--- config.mk ---
export PLATFORM = sky130hd
export DESIGN_NAME = vpu_sequencer
export DESIGN_NICKNAME = d
export VERILOG_FILES = /design/src/rtl/vpu_sequencer.sv
export SDC_FILE = /design/constraint.sdc
export NUM_CORES = 1
export LEC_CHECK = 0
export CAP_MARGIN = 5
export CORE_MARGIN = 8
export CORE_UTILIZATION = 45
export CTS_CLUSTER_SIZE = 16
export DETAILED_ROUTE_END_ITERATION = 12
export PLACE_DENSITY = 0.86
export SLEW_MARGIN = 15
export SYNTH_ARGS = -nofsm -noshare
export SYNTH_HDL_FRONTEND = slang
export SYNTH_SLANG_ARGS = --single-unit
--- constraint.sdc ---
create_clock -name clk -period 7.8 [get_ports clk]
set_input_delay 2.34 -clock clk [delete_from_list [all_inputs] [get_ports clk]]
set_output_delay 2.34 -clock clk [all_outputs]
set_load 0.1 [all_outputs]
--- src/rtl/vpu_sequencer.sv ---
// vpu_sequencer: fetches 24-bit instructions, issues each compute instruction
// to the VPU with a one-cycle clock enable, then copies the VPU result buffer
// back into the 32-word data memory, one word per cycle.
//
// state   | meaning
// --------+-----------------------------------------------------------------
// IDLE    | waiting for start; start is only sampled here
// FETCH   | present pc on imem_addr
// DECODE  | instruction word valid; dispatch NOP/HALT/illegal or load VPU bus
// EXEC    | vpu_ce high for exactly this cycle
// CAPTURE | VPU result registers valid; latch dest, load write-back counter
// WRITE   | one result word per cycle into data memory
// DONE    | done pulse, busy falls, back to IDLE
module vpu_sequencer #(
  parameter int NUM_SIZE       = 16,
  parameter int VEC_BUFFER_LEN = 8,
  parameter int PC_WIDTH       = 8
) (
  input  logic                               clk,
  input  logic                               rst,
  input  logic                               start,
  input  logic [PC_WIDTH-1:0]                prog_base,
  output logic [PC_WIDTH-1:0]                imem_addr,
  input  logic [23:0]                        imem_rdata,
  output logic [5:0]                         vpu_opcode,
  output logic [4:0]                         vpu_operand1,
  output logic [4:0]                         vpu_operand2,
  output logic [4:0]                         vpu_operand3,
  output logic [2:0]                         vpu_operand4,
  output logic                               vpu_ce,
  input  logic [NUM_SIZE*VEC_BUFFER_LEN-1:0] vpu_vec_buffer,
  input  logic                               vpu_copy_flag,
  input  logic [4:0]                         vpu_dest,
  input  logic [2:0]                         vpu_length,
  output logic                               mem_we,
  output logic [4:0]                         mem_waddr,
  output logic [NUM_SIZE-1:0]                mem_wdata,
  output logic                               busy,
  output logic                               done,
  output logic                               error,
  output logic [PC_WIDTH-1:0]                pc,
  output logic [15:0]                        instr_count
);

  localparam logic [5:0] OP_NOP  = 6'd0;
  localparam logic [5:0] OP_HALT = 6'd1;
  localparam logic [5:0] OP_ADD  = 6'd2;
  localparam logic [5:0] OP_MOV  = 6'd3;
  localparam logic [5:0] OP_RELU = 6'd4;
  localparam logic [5:0] OP_SCAL = 6'd5;
  localparam logic [PC_WIDTH-1:0] PC_ONE = {{(PC_WIDTH-1){1'b0}}, 1'b1};

  typedef enum logic [2:0] {
    S_IDLE, S_FETCH, S_DECODE, S_EXEC, S_CAPTURE, S_WRITE, S_DONE
  } state_t;

  state_t     state;
  logic [4:0] dest_q;
  logic [2:0] wr_idx;
  logic [2:0] wr_left;
  logic [5:0] dec_op;

  assign dec_op = imem_rdata[23:18];

  function automatic logic [15:0] sat_inc(input logic [15:0] v);
    return (v == 16'hFFFF) ? v : v + 16'd1;
  endfunction

  // Sequencer FSM; every output is a register set on the transition into the
  // state in which it must be visible. wr_left is the write-back down-counter,
  // terminal count at 1 marks the last word.
  always_ff @(posedge clk or posedge rst) begin
    if (rst) begin
      state        <= S_IDLE;
      pc           <= '0;
      imem_addr    <= '0;
      vpu_opcode   <= '0;
      vpu_operand1 <= '0;
      vpu_operand2 <= '0;
      vpu_operand3 <= '0;
      vpu_operand4 <= '0;
      vpu_ce       <= 1'b0;
      mem_we       <= 1'b0;
      mem_waddr    <= '0;
      mem_wdata    <= '0;
      busy         <= 1'b0;
      done         <= 1'b0;
      error        <= 1'b0;
      instr_count  <= '0;
      dest_q       <= '0;
      wr_idx       <= '0;
      wr_left      <= '0;
    end else begin
      case (state)
        S_IDLE: begin
          if (start) begin
            pc          <= prog_base;
            error       <= 1'b0;
            instr_count <= '0;
            busy        <= 1'b1;
            state       <= S_FETCH;
          end
        end
        S_FETCH: begin
          imem_addr <= pc;
          state     <= S_DECODE;
        end
        S_DECODE: begin
          case (dec_op)
            OP_NOP: begin
              pc          <= pc + PC_ONE;
              instr_count <= sat_inc(instr_count);
              state       <= S_FETCH;
            end
            OP_HALT: begin
              instr_count <= sat_inc(instr_count);
              done        <= 1'b1;
              state       <= S_DONE;
            end
            OP_ADD, OP_MOV, OP_RELU, OP_SCAL: begin
              vpu_opcode   <= imem_rdata[23:18];
              vpu_operand1 <= imem_rdata[17:13];
              vpu_operand2 <= imem_rdata[12:8];
              vpu_operand3 <= imem_rdata[7:3];
              vpu_operand4 <= imem_rdata[2:0];
              vpu_ce       <= 1'b1;
              state        <= S_EXEC;
            end
            default: begin
              error <= 1'b1;
              done  <= 1'b1;
              state <= S_DONE;
            end
          endcase
        end
        S_EXEC: begin
          vpu_ce <= 1'b0;
          state  <= S_CAPTURE;
        end
        S_CAPTURE: begin
          if (!vpu_copy_flag) begin
            error <= 1'b1;
            done  <= 1'b1;
            state <= S_DONE;
          end else if (vpu_length == 3'd0) begin
            pc          <= pc + PC_ONE;
            instr_count <= sat_inc(instr_count);
            state       <= S_FETCH;
          end else begin
            dest_q    <= vpu_dest;
            mem_we    <= 1'b1;
            mem_waddr <= vpu_dest;
            mem_wdata <= vpu_vec_buffer[0 +: NUM_SIZE];
            wr_idx    <= 3'd1;
            wr_left   <= vpu_length;
            state     <= S_WRITE;
          end
        end
        S_WRITE: begin
          if (wr_left == 3'd1) begin
            mem_we      <= 1'b0;
            pc          <= pc + PC_ONE;
            instr_count <= sat_inc(instr_count);
            state       <= S_FETCH;
          end else begin
            mem_waddr <= dest_q + {2'b00, wr_idx};
            mem_wdata <= vpu_vec_buffer[32'(wr_idx) * NUM_SIZE +: NUM_SIZE];
            wr_idx    <= wr_idx + 3'd1;
            wr_left   <= wr_left - 3'd1;
          end
        end
        S_DONE: begin
          done  <= 1'b0;
          busy  <= 1'b0;
          state <= S_IDLE;
        end
        default: state <= S_IDLE;
      endcase
    end
  end

endmodule

==> summary.md <==
| Metric | Value |
|---|---|
| Post-synthesis xor/xnor area fraction | 0.795% |
| Crit. End Element | flop |
| Grt ovf | 0 |
| CTS Buffer Depth | 2 |
| First-pass GRT wire length | 30.5 mm |
| Simple-gate share of the synthesized area | 12.3% |
| Die Ht | 127 um |
| Synth async-reset ratio | 100% |
| CTS clock-pin slew for the worst setup and hold paths | approximately 70 ps |
| CP startpoint kind | input port |
| Clk_lat worst skew | 340 ps |
| Final Critical Period | 4850 ps |
| Mapped Nets | 680 |
| Vias in the first global route | 5545 |
| GR Util All Layers | 24.3% |
| I/O Pins | 254 |
| Die area | 0.0160 mm2 |
| Compound-gate portion of the synthesized area | 15.1% |
| CTS tree | yes |
| Setup TNS | 0 ps |
| Core ar. | 0.0120 mm2 |
| Post-CTS Hold Buffers | 0 |
| CP peak stage delay | 600 ps |
| DP HPWL | 15.7 mm |
| Cell variety after synth | 52 |
| Layout area overhead | 52.8% |
| Post-synth EDFFs | 0 |
| Final setup viols | 0 |
| Mux cell area share after synthesis | between 20% and 30% |
| Routed wire length | 19.8 mm |
| # Post-CTS Setup Buffers | 0 |
| CP cell instances | clkdlybuf4s50_1 -> or4_1 -> a21o_1 -> a221o_1 -> nand2b_1 -> o41ai_1 |
| Synth Flop Type | dfrtp_1 |
| #FFs+latches synth | 96 |
| Maxcap violations | 0 |
| Slowest cell on the critical path | a221o_1 |
| Iter 0 DRT Violations | 428 |
| Arr. time, crit path | 5070 ps |
| DP Area | ~0.008 mm2 |
| Sequential-to-total area share from yosys stat | 43.6% |
| Largest family of logic cells by synthesized area | multiplexers |
| Commonest non-fill, non-tap cell in the layout | clkdlybuf4s50_1 |
| Num CTS Buffers | 9 |
| Number of buffers and inverters on the critical path | 1 |
| Initial Util | 46.1% |
| # clock sinks | 96 |
| Pwr/cell area | 429 mW/mm2 |
| P_leak | ~3.4 nW |
| Worst vdd ir | approximately 0.00021 V |
| Fin nets | 911 |
| IO Port Bufs | 253 |
| Iteration count of the initial detailed-routing pass | 5 |
| DRC violations left | 0 |
| Hold slack | 492 ps |
| Critical path type | in2reg |
| Syn_area_per_cell | 11.0 um2 |
| Layout cell share with drive strength beyond 1 | 12.1% |
| Final Cell Area | 0.00842 mm2 |
| Hold Crit Class | reg2reg |
| Max Transition Viols Final | 0 |
| Clock skew | between 10 and 15 ps |
| Delay-heaviest family, CP | compound AO/OA/AOI/OAI gates |
| Vias/cell | 5.89 |
| Fmax | 206 MHz |
| Initial antenna violation count | 2 |
| Final Hold Fails | 0 |
| Post_cts resized | 0 |
| Worst-Margin Slew | 1140 ps |
| Synthesized area | 0.00551 mm2 |
| Adder-Cell Fraction of Synth Area | 2.18% |
| Chip width | 127 um |
| CTS H-Tree Depth | 3 |
| DR WL/cell | about 22 um |
| Status | finished, final reports clean |
| Ys Warns | 0 |
| GP Congestion | 0.906 |
| Post-route ant nets | 0 |
| Most frequent cells in the layout | clkdlybuf4s50_1 (253), dfrtp_1 (95), nor2_1 (40), nand2_1 (33), mux4_2 (32) |
| Clock root cell | clkbuf_16 |
| Critical path peak fanout | 21 |
| Critical Path RT | 8020 ps |
| Largest net degree at the start of global routing | 62 |
| Final period utilization | 62.2% |
| Synth Instances | between 400 and 500 |
| Via count | roughly 5200 |
| Rel. slew slack | between 20 and 25% |
| RSZ-0062 raised after global routing | no |
| FP Rows | 40 |
-- metrics by stage --
step / std cells / setup slack, ps / util, % / power (mW)
global placement: 866 / 2760 / 67.7 / 3.11
finish: 884 / 2950 / 70.4 / 3.61
global route: 884 / 2830 / 70.4 / 3.78
CTS: 882 / 2980 / 70.3 / 3.62
detailed placement: 866 / 2630 / 67.7 / 3.17
floorplan: 499 / 2950 / - / 2.58
-- layer usage --
metal / wire (um) / vias up / track usage [%] / part of all wire, %
li1: - / 2359 / - / -
met1: 6600 / 2573 / 24.3 / 33
met2: 10900 / 246 / 45.4 / 55
met3: 1820 / 28 / 9.05 / 9.2
met4: 477 / 0 / 8.40 / 2.4
met5: 0 / - / 0 / 0
-- flip-flops by register name, indices dropped and copies added (netlist names) --
register and flops:
state 3, done 1, vpu_operand1 5, vpu_operand2 5, vpu_ce 1, vpu_opcode 6
error 1, instr_count 16, pc 8, wr_idx 3, vpu_operand4 3, mem_waddr 5
wr_left 3, imem_addr 8, mem_we 1, vpu_operand3 5, mem_wdata 16, dest_q 5
busy 1
-- tightest hold or removal path, stage by stage (launching register included) --
cell	delay [ps]
dfrtp_1	340
nand2_1	60
nand2_1	60
-- Yosys cell counts, drive strengths merged, types with 2 or more instances --
| master | n | area share (%) |
|---|---|---|
| dfrtp | 96 | 44 |
| nor2 | 42 | 2.9 |
| nand2 | 33 | 2.2 |
| mux4 | 32 | 13 |
| o21ai | 30 | 2.7 |
| mux2 | 29 | 5.9 |
| clkbuf | 28 | 1.9 |
| a21oi | 24 | 2.2 |
| a221o | 19 | 3.5 |
| mux2i | 18 | 3.3 |
| inv | 16 | 1.1 |
| nand3 | 14 | 1.3 |
| o31ai | 12 | 1.6 |
| nor3 | 9 | 0.82 |
| ha | 8 | 1.8 |
| buf | 7 | 0.82 |
| and3 | 6 | 0.68 |
| nand4 | 6 | 0.68 |
| o22ai | 6 | 0.68 |
| a31oi | 5 | 0.57 |
| and2 | 5 | 0.57 |
| a41oi | 4 | 0.64 |
| nand3b | 4 | 0.54 |
| nor2b | 4 | 0.45 |
| o22a | 4 | 0.64 |
| xor2 | 4 | 0.64 |
| nand2b | 3 | 0.34 |
| nor3b | 3 | 0.50 |
| o41ai | 3 | 0.61 |
| or4 | 3 | 0.41 |
| a21o | 2 | 0.27 |
| a2bb2oi | 2 | 0.32 |
| nor4 | 2 | 0.23 |
| o21a | 2 | 0.27 |
| or3 | 2 | 0.23 |
-- worst paths after layout --
| check | depth (start not counted) | slack, ps | to | start |
|---|---|---|---|---|
| min reg2reg | 2 | 490 | vpu_ce | vpu_ce |
| max in group asynchronous | 3 | 4300 | pc[1] | rst |
| max reg2reg | 5 | 4740 | instr_count[8] | state[0] |
| max | 6 | 2950 | instr_count[8] | vpu_length[1] |
| min in group asynchronous | 2 | 2370 | imem_addr[1] | rst |
| min | 2 | 490 | vpu_ce | vpu_ce |
-- report_power, final --
group          switching (mW)  total (mW)  internal [mW]
clock                   0.192       0.451          0.260
combinational            1.54        2.27          0.730
sequential              0.208       0.885          0.677
-- cell type report --
cell class,instances,area (um2)
fill,841,3540
sequential,96,2410
clock inverter,5,61.3
clock buffer,11,243
inverter,16,62.6
timing repair buffer,255,2550
antenna,2,5.00
tap,147,184
multi-input combinational,352,2920
-- cells by family (layout without fill, tap and decap cells) --
kind of cell	Yosys count	count (layout)
adders and majority gates	9	9
other	0	2
AOI/OAI and AO/OA	120	120
buffers and inverters	51	287
and+or+nand+nor	139	139
xor gates and xnor gates	5	5
muxes	79	79
DFF	96	96
Note: power is estimated with default switching activity, not from simulation.
==> RTL change (same flow settings) <==
Change the parameter `VEC_BUFFER_LEN` from 8 to 16.
--- a/src/rtl/vpu_sequencer.sv
+++ b/src/rtl/vpu_sequencer.sv
@@ -13,7 +13,7 @@
 // DONE    | done pulse, busy falls, back to IDLE
 module vpu_sequencer #(
   parameter int NUM_SIZE       = 16,
-  parameter int VEC_BUFFER_LEN = 8,
+  parameter int VEC_BUFFER_LEN = 16,
   parameter int PC_WIDTH       = 8
 ) (
   input  logic                               clk,
Interface: changed (resized vpu_vec_buffer); port bits go from 254 to 382. No check against the original RTL was run, so the function may have changed too.
==> RTL change against the unedited design <==
  * Hold slack worse by 0.00068 ns
  * Highest routed layer unchanged
  * Routed wire length is 1.9% lower
  * Die area up 0.66%
  * Area after synthesis is 0.75% higher
  * Total power increased by 0.98%
  * Setup slack improved by 0.13 ns
  * Sequential power is essentially flat
  * Final area about the same
  * Synthesized cell count is 0.80% lower
  * Via count barely moved
  * Sequential cell count is the same
  * Count of clock-buffer cells in the layout fell by 2
  * Global-route usage decreased by 0.68 points
==> RTL change: results (changes against the unedited design) <==
share of cells above drive strength 1 0.133 (+0.0118); met2 routed WL 9900 um (-8.9%); Comb pwr share 0.637 (+0.007); routability cong. 0.885 (-2.3%); M2 GR Usage 0.414 (-0.0401); Synth area leaders dfrtp_1 (43%), mux4_2 (13%), mux2_2 (6.1%), mux2i_1 (3.1%), a22oi_1 (2.4%); Mapped Nets 804 (+18%); Reg clk slew, reported paths 0.07 ns (about the same); overall power 3.65 mW (+0.98%); sw power 1.98 mW (+2.0%); nonclk inv count 10 (-6); multi-input gates 353 (+0.28%); crit path max-delay cell type nor3_1; clk_skew 0.00579 ns (-0.00426 ns); Tot GR Track Use 0.237 (-0.00679); via count 5203 (-0.058%); Port-buffer cells 253 (unchanged); DPL Wire Length 15300 um (-2.9%); met1 usage 0.243 (about the same); Worst EP arrival 4.94 ns (-0.13 ns); Ant. Diodes 4 (+2); async set-reset flop share out of synthesis 1.00 (unchanged); vias in the first global route 5650 (+1.9%); initial antenna violation count 4 (+2); # fillers 848 (+0.83%); sequential cell count 96 (unchanged); NonClk Buf Share 0.304 (+0.00160); postcts setup bufs 0 (unchanged); final WL 19400 um (-1.9%); bufs w/o clock 257 (+0.78%); synth unique cells 57 (+9.6%); met3 Track Usage GR 0.0790 (-0.0115); Critical Path Fanout Max 21 (unchanged); critical path's top delay family simple AND/OR/NAND/NOR gates; area of the multi-input gates 2940 sq um (+0.99%); P_leak 3.37 nW (about the same); largest net degree at the start of global routing 68 (+9.7%); Worst Max-Slew Pin Slew 1.07 ns (-0.0702 ns); Post-synth top cells dfrtp_1 (96), mux4_2 (32), nand2_1 (32); Iter 0 DRT Violations 431 (+0.70%); Worst-Skew Late Latency 0.34 ns (about the same); worst IR drop on VDD 0.260 mV (+22%); CP max stage delay 0.57 ns (-0.03 ns); met3 routed WL 1780 um (-2.0%); first-pass GRT wire length 30200 um (-0.97%); DR pass1 iterations 5 (unchanged); worst reg2reg setup slack 5.08 ns (+0.34 ns); status finished clean; Post-CTS Resized 0 (unchanged); Final nets 1036 (+14%); total CTS buffers 9 (unchanged); Seq/Total Area, Yosys 0.433 (-0.00324); Clock-cell share 0.0335 (-0.00254); M1 WL 6630 um (+0.45%); Reg power frac 0.242 (-0.003)
## RTL change: through the flow
step	area, sq um	hold WS [ns]	std cells	setup slack, ns
after floorplan	5550	0.452	495	2.95
after global placement	8130	0.470	863	2.89
after detailed placement	8130	0.484	863	2.77
after CTS	8420	0.499	877	3.10
after global routing	8430	0.515	881	2.80
final	8430	0.491	881	3.08
## RTL change: path summary, 6_finish.rpt
path	from	endpoint	cells after the start
worst max register to register	state[2]	instr_count[9]	5
max in group asynchronous	rst	wr_idx[0]	3
worst max-delay path	vpu_length[1]	instr_count[9]	6
min in group asynchronous	rst	mem_wdata[15]	2
worst min-delay path	vpu_opcode[3]	vpu_opcode[3]	1
worst min register to register	vpu_opcode[3]	vpu_opcode[3]	1
## RTL change: logic make-up after synthesis
group,after synthesis,synth area share
fa+ha+maj,9,0.0216
xor+xnor,5,0.00789
flops,96,0.433
compound gates,135,0.161
mux,79,0.221
simple gates,125,0.118
buf+inv,46,0.0372
